--- config.mk ---
export PLATFORM = sky130hd
export DESIGN_NAME = pc_gen
export DESIGN_NICKNAME = d
export VERILOG_FILES = /design/src/rtl/pc_gen.sv
export SDC_FILE = /design/constraint.sdc
export NUM_CORES = 1
export LEC_CHECK = 0
export BUFFER_PORTS_ARGS = -buffer_cell sky130_fd_sc_hd__buf_2
export CAP_MARGIN = 20
export CORE_AREA = 2 2 121 123
export CTS_BUF_LIST = sky130_fd_sc_hd__clkbuf_2
export DETAILED_ROUTE_END_ITERATION = 8
export DIE_AREA = 0 0 123 125
export MAX_ROUTING_LAYER = met4
export PLACE_DENSITY = 0.58
export SYNTH_ARGS = -nofsm -noshare
export SYNTH_HDL_FRONTEND = slang
export SYNTH_SLANG_ARGS = --single-unit
export TNS_END_PERCENT = 20
--- constraint.sdc ---
create_clock -name clk -period 2.3 [get_ports clk]
set_input_delay 0.115 -clock clk [delete_from_list [all_inputs] [get_ports clk]]
set_output_delay 0.115 -clock clk [all_outputs]
set_load 0.1 [all_outputs]
--- src/rtl/pc_gen.sv ---
// pc_gen: fetch program counter with boot state and one-entry pending-redirect buffer
module pc_gen #(
  parameter int ADDR_WIDTH = 32,
  parameter logic [ADDR_WIDTH-1:0] INIT_PC = 32'hbfc00000
) (
  input  logic                  clk,
  input  logic                  rst,
  input  logic                  stall_pc,
  input  logic                  flush,
  input  logic [ADDR_WIDTH-1:0] exc_pc,
  input  logic                  branch_flag,
  input  logic [ADDR_WIDTH-1:0] branch_target,
  output logic [ADDR_WIDTH-1:0] pc,
  output logic                  rom_en,
  output logic [ADDR_WIDTH-1:0] rom_addr,
  output logic                  addr_err,
  output logic                  pending_valid
);
  typedef enum logic {BOOT, RUN} state_t;
  state_t state;
  logic [ADDR_WIDTH-1:0] pending_target;
  // pc update: flush > stall (buffer any branch) > branch > buffered redirect > sequential
  always_ff @(posedge clk) begin
    if (!rst) begin
      pc             <= INIT_PC;
      pending_valid  <= 1'b0;
      pending_target <= '0;
      state          <= BOOT;
    end else if (state == BOOT) begin
      pc    <= flush ? exc_pc : INIT_PC;
      state <= RUN;
    end else if (flush) begin
      pc            <= exc_pc;
      pending_valid <= 1'b0;
    end else if (stall_pc) begin
      if (branch_flag) begin
        pending_valid  <= 1'b1;
        pending_target <= branch_target;
      end
    end else if (branch_flag) begin
      pc            <= branch_target;
      pending_valid <= 1'b0;
    end else if (pending_valid) begin
      pc            <= pending_target;
      pending_valid <= 1'b0;
    end else begin
      pc <= pc + ADDR_WIDTH'(4);
    end
  end
  // fetch outputs derive only from registered pc and state
  always_comb begin
    rom_addr = pc;
    addr_err = (state == RUN) && (pc[1:0] != 2'b00);
    rom_en   = (state == RUN) && !addr_err;
  end
endmodule

Yosys cells after proc, flatten, opt, wreduce, memory -nomap -nowiden
Index checks and enable logic that the tools add are counted.
W data, S select, Z words.
- register bits: 66
- bits in latches: 0
- RAM bits: 0
- memory bits (read-only): 0
- input bits: 69
- output and inout bits: 67
- logic and storage cells: 24
- memories kept: 0
- add/subtract/negate cells: 1
- multiply operators: 0
- div/mod/pow operators: 0
- order comparisons: 0
- equal/unequal tests: 2
- shift-type cells: 0
- muxes and demuxes: 10
- bitwise logic cells: 1
- reduce and logical (&&, ||, !) cells: 6
- operators with widths (cell ; count):
    $mux W32 ; 6
    $add A32 B3 Y32 const B ; 1
    $mux W1 ; 4
    $reduce_and A4 Y1 ; 1
    $ne A3 B1 Y1 const B ; 1
    $ne A3 B3 Y1 const B ; 1
    $logic_and A1 B1 Y1 ; 2
    $reduce_and A2 Y1 ; 1
    $reduce_bool A2 Y1 ; 1
    $logic_not A1 Y1 ; 1
    $not A1 Y1 ; 1

Logic depth before layout (Yosys ltp)
- depth in word-level cells: 6
- gate-level depth with buffers: 8
- mapped depth without buffers: 6

Worst setup path before layout
OpenSTA, ideal clock, no wires.
- kind: register to output
- start point: register pc[0]
- end point: output port rom_en
- data arrival time: 3.028 ns
- data required time: 2.185 ns
- path slack: -0.843 ns
- stages on the path, launching flop included: 2
- path through: dfxtp_1 > nor3b_1
- longest elaborated chain between the ends: 4
- RTL lines (element ; RTL line ; text):
    start, declared ; 13 ; output logic [ADDR_WIDTH-1:0] pc,
    start signal, assigned ; 30 ; pc <= flush ? exc_pc : INIT_PC;
    start signal, assigned ; 33 ; pc <= exc_pc;
    start signal, assigned ; 41 ; pc <= branch_target;
    $reduce_bool A2 Y1 ; 53 ; addr_err = (state == RUN) && (pc[1:0] != 2'b00);
    $logic_and A1 B1 Y1 ; 53 ;
    $logic_not A1 Y1 ; 54 ; rom_en = (state == RUN) && !addr_err;
    $logic_and A1 B1 Y1 ; 54 ;
    end, declared ; 14 ; output logic rom_en,
No other way between the ends.

Worst setup path in the final report
- start point: register pc[4]
- end point: register pc[7]
- longest elaborated chain between the ends: 6
- RTL lines (element ; RTL line ; text):
    $add A32 B3 Y32 ; 47 ; pc <= pc + ADDR_WIDTH'(4);
    $mux W32 ; 43 ; end else if (pending_valid) begin
    $mux W32 ; 40 ; end else if (branch_flag) begin
    $mux W32 ; 35 ; end else if (stall_pc) begin
    $mux W32 ; 32 ; end else if (flush) begin
    $mux W32 ; 29 ; end else if (state == BOOT) begin
No other way between the ends. The select of a mux whose other input is x is not followed.
A chain may end at the register's enable or synchronous reset.

==> flow_summary.yaml <==
min_path:
  hp-class: "in -> reg"
clock_tree:
  cts_max_path_buffers: 2
  numCtsBuffers: 9
  clk_latency_ps: 520
  cts_tree: "yes"
  post_cts_buffers: 0
  cts.clk_slew.worst_paths_ps: 210
  clock_sinks: 66
  htree_levels: 3
  root_buffer: "clkbuf_2"
power:
  p_clk_share_pct: 30.2
  power.switching_mw: 1.385
  cellLeakagePower_nw: 2.372
  swShare_pct: 40.03
  finalPower_mw: 3.460
  p_per_area_mw_per_mm2: 601.0
  p_seq_share_pct: 36.6
  p_int_mw: 2.075
  ir_worst_vdd_uv: 204.1
  p_comb_share_pct: 33.2
routing:
  wire_per_inst_um: 17.08
  drcViolationCount: 0
  drt-initial-drc-count: 401
  drt-met1-wl_um: 7182
  ant_nets: 0
  drt-pass1-iter-count: 5
  wirelength_um: 15800
  met2_length_um: 7317
  drt-vias-per-instance: 5.264
  vias: 4869
  top_layer_used: "met4"
  wl_met3_um: 935
placed_design:
  dp_slack_ps: 254.6
  io_buffers: 135
  gp_congestion: 0.8803
  post-place-cells: 843
  hpwl_um: 11410
yosys:
  ys_seq_area_share_pct: 32.17
  yosys.area.top_type: "dfxtp_1"
  synth_cell_types: 60
  syn_area_per_cell_um2: 7.283
  synthTopCellsByArea: "dfxtp_1 32%, nand2_1 10%, a21oi_1 9.3%"
  synth-warning-count: 0
  synth-main-ff-cell: "dfxtp_1"
  ys_async_sr_fraction_pct: 0
  synth-edff-count: 0
  synth_nets: 634
  synth_cells: 564
  synth.top_cells.by_count: "113 x nand2_1, 76 x a21oi_1, 66 x dfxtp_1"
  ys_ff_latch: 66
  syn-cell-area_mm2: 0.004108
  synth_top_area_share_pct: 32.17
  synth_most_common_cell: "nand2_1"
floorplan:
  die-area_mm2: 0.01538
  die_h_um: 125
  pin_count: 136
  coreArea_mm2: 0.01420
  start_util_pct: 28.92
  row_count: 44
  die_w_um: 123
outcome:
  status: "complete, no violations"
setup_path:
  crit_path_max_incr_delay_ps: 570
  cp-end-kind: "flip-flop"
  slowest_stage: "dlygate4sd3_1"
  crit_chain: "nand4_2 > buf_4 > or3_1 > a311oi_1 > a211oi_1 > o31ai_1 > dlygate4sd3_1"
  critPathRequiredTime_ps: 2770
  crit_path_max_fanout: 7
  cp.arrival_ps: 2690
  crit_type: "reg -> reg"
  cp-start-kind: "flip-flop"
global_routing:
  antenna_found_initial: 1
  grt_usage_pct: 20.71
  grt_max_degree: 50
  grt_pass1_wl_um: 24390
  gr-total-overflow: 0
  grt_pass1_vias: 4513
timing:
  rsz0062_at_grt: "no"
  timing.final.ws_setup_ps: 76.67
  hold_viol_final: 0
  tns_ps: 0
  finalCritPeriodShare_pct: 96.67
  setup_viol: 0
  max_clock_freq_mhz: 449.8
  slew_headroom_pct: 60.95
  tightest_slew_ps: 585.7
  slew_viol_final: 0
  clock-skew-final_ps: 18.01
  min_period_ps: 2223
final_layout:
  instances_no_fill: 925
  layout-drive-gt1-share_pct: 29.59
  multi_input_area_mm2: 0.002357
  syn2layout_area_growth_pct: 40.15
  final_core_util_pct: 40.53
  nets: 805
  seqCellArea_mm2: 0.001355
  nFillCells: 1494
job:
  maxCapViolations: 0
==> what timing repair did <==
action,CTS,global route
resized for setup,0,4
endpoints found under the setup margin,0,2
hold buffers,65,0
hold endpoints to repair,62,0
==> layout make-up <==
type / instances / area share (%)
Antenna cell: 1 / 0.04347
Clock buffer: 9 / 0.7824
Clock inverter: 7 / 2.434
Inverter: 12 / 0.7824
Multi-Input combinational cell: 412 / 40.95
Sequential cell: 66 / 23.54
Tap cell: 184 / 3.999
Timing Repair Buffer: 234 / 27.47
==> power by group through the flow <==
| stage | clock [mW] | combinational (mW) | sequential [mW] |
|---|---|---|---|
| final | 1.04 | 1.15 | 1.27 |
| after global routing | 1.12 | 1.20 | 1.28 |
| after CTS | 1.07 | 1.14 | 1.27 |
| after detailed placement | 0 | 1.05 | 1.29 |
| after global placement | 0 | 1.05 | 1.28 |
| after floorplan | 0 | 0.581 | 1.54 |
==> layout by cell type, fill, tap and decap left out, types with 3 or more instances in the layout <==
cell,Yosys,final
nor3_1,13,13
o211ai_1,3,3
o22ai_1,7,7
buf_4,32,34
o32ai_1,3,3
a22oi_1,9,9
a211oi_1,11,11
a21boi_0,3,3
bufinv_16,0,4
nand2_1,113,113
a21oi_1,76,76
xnor2_1,4,3
dfxtp_4,0,4
nand2b_1,6,6
dfxtp_2,0,15
inv_1,11,11
xor2_1,4,4
nand3_1,8,8
o21ai_0,44,44
clkbuf_2,1,9
o21a_1,7,7
nor4_1,6,6
o31a_1,3,3
nor2_1,16,15
mux2i_1,8,8
nand4_2,3,3
nor3b_1,4,3
or3_1,4,4
nor2b_1,4,4
a31oi_1,4,4
dfxtp_1,66,47
nand4_1,8,8
a32oi_1,4,4
and3_1,5,5
dlygate4sd3_1,0,65
buf_2,2,135
==> kinds of logic (layout without fill, tap and decap cells) <==
family,count (synthesis),in the layout,synth area share (%)
multiplexers,8,8,1.950
AO/OA/AOI/OAI,193,193,28.66
other,0,1,0
adder cells (fa/ha/maj),1,1,0.3046
XOR/XNOR,8,8,1.706
AND/OR/NAND/NOR,202,202,24.34
buffers and inverters,86,262,10.87
flip-flops,66,66,32.17
==> sequential cells by signal, indices dropped and copies added, names as in the netlist <==
register,count
pc,32
pending_target,32
pending_valid,1
state,1
==> metal layers <==
layer	global-route usage, %	vias to the layer above
li1	-	2337
met1	28.61	2299
met2	31.10	205
met3	2.600	28
met4	7.019	0
met5	-	-
==> worst max-delay path: cells and delay by family (launching register included) <==
kind	cells	cell delay, ps
flip-flops	1	450
AND/OR/NAND/NOR	2	450
buffers and inverters	2	760
AO/OA/AOI/OAI	3	530
==> final timing paths <==
| kind | start | end | slack (ps) | cells past startpoint |
|---|---|---|---|---|
| worst max-delay path | pc[4]$_SDFFE_PN0P_ | pc[7]$_SDFFE_PN0P_ | 80 | 7 |
| worst min-delay path | flush | pc[17]$_SDFFE_PN0P_ | 50 | 4 |
| worst max register to register | pc[4]$_SDFFE_PN0P_ | pc[7]$_SDFFE_PN0P_ | 80 | 7 |
| worst min register to register | pending_target[22]$_SDFFE_PN0P_ | pending_target[22]$_SDFFE_PN0P_ | 470 | 2 |
==> through the flow <==
stage,hold slack [ps],cell area [µm²]
detailed placement,356.5,4903
global route,34.99,5757
finish,54.68,5757
CTS,8.135,5739
floorplan,142.7,4141
global placement,349.0,4903
Note: power is estimated with default switching activity, not from simulation.
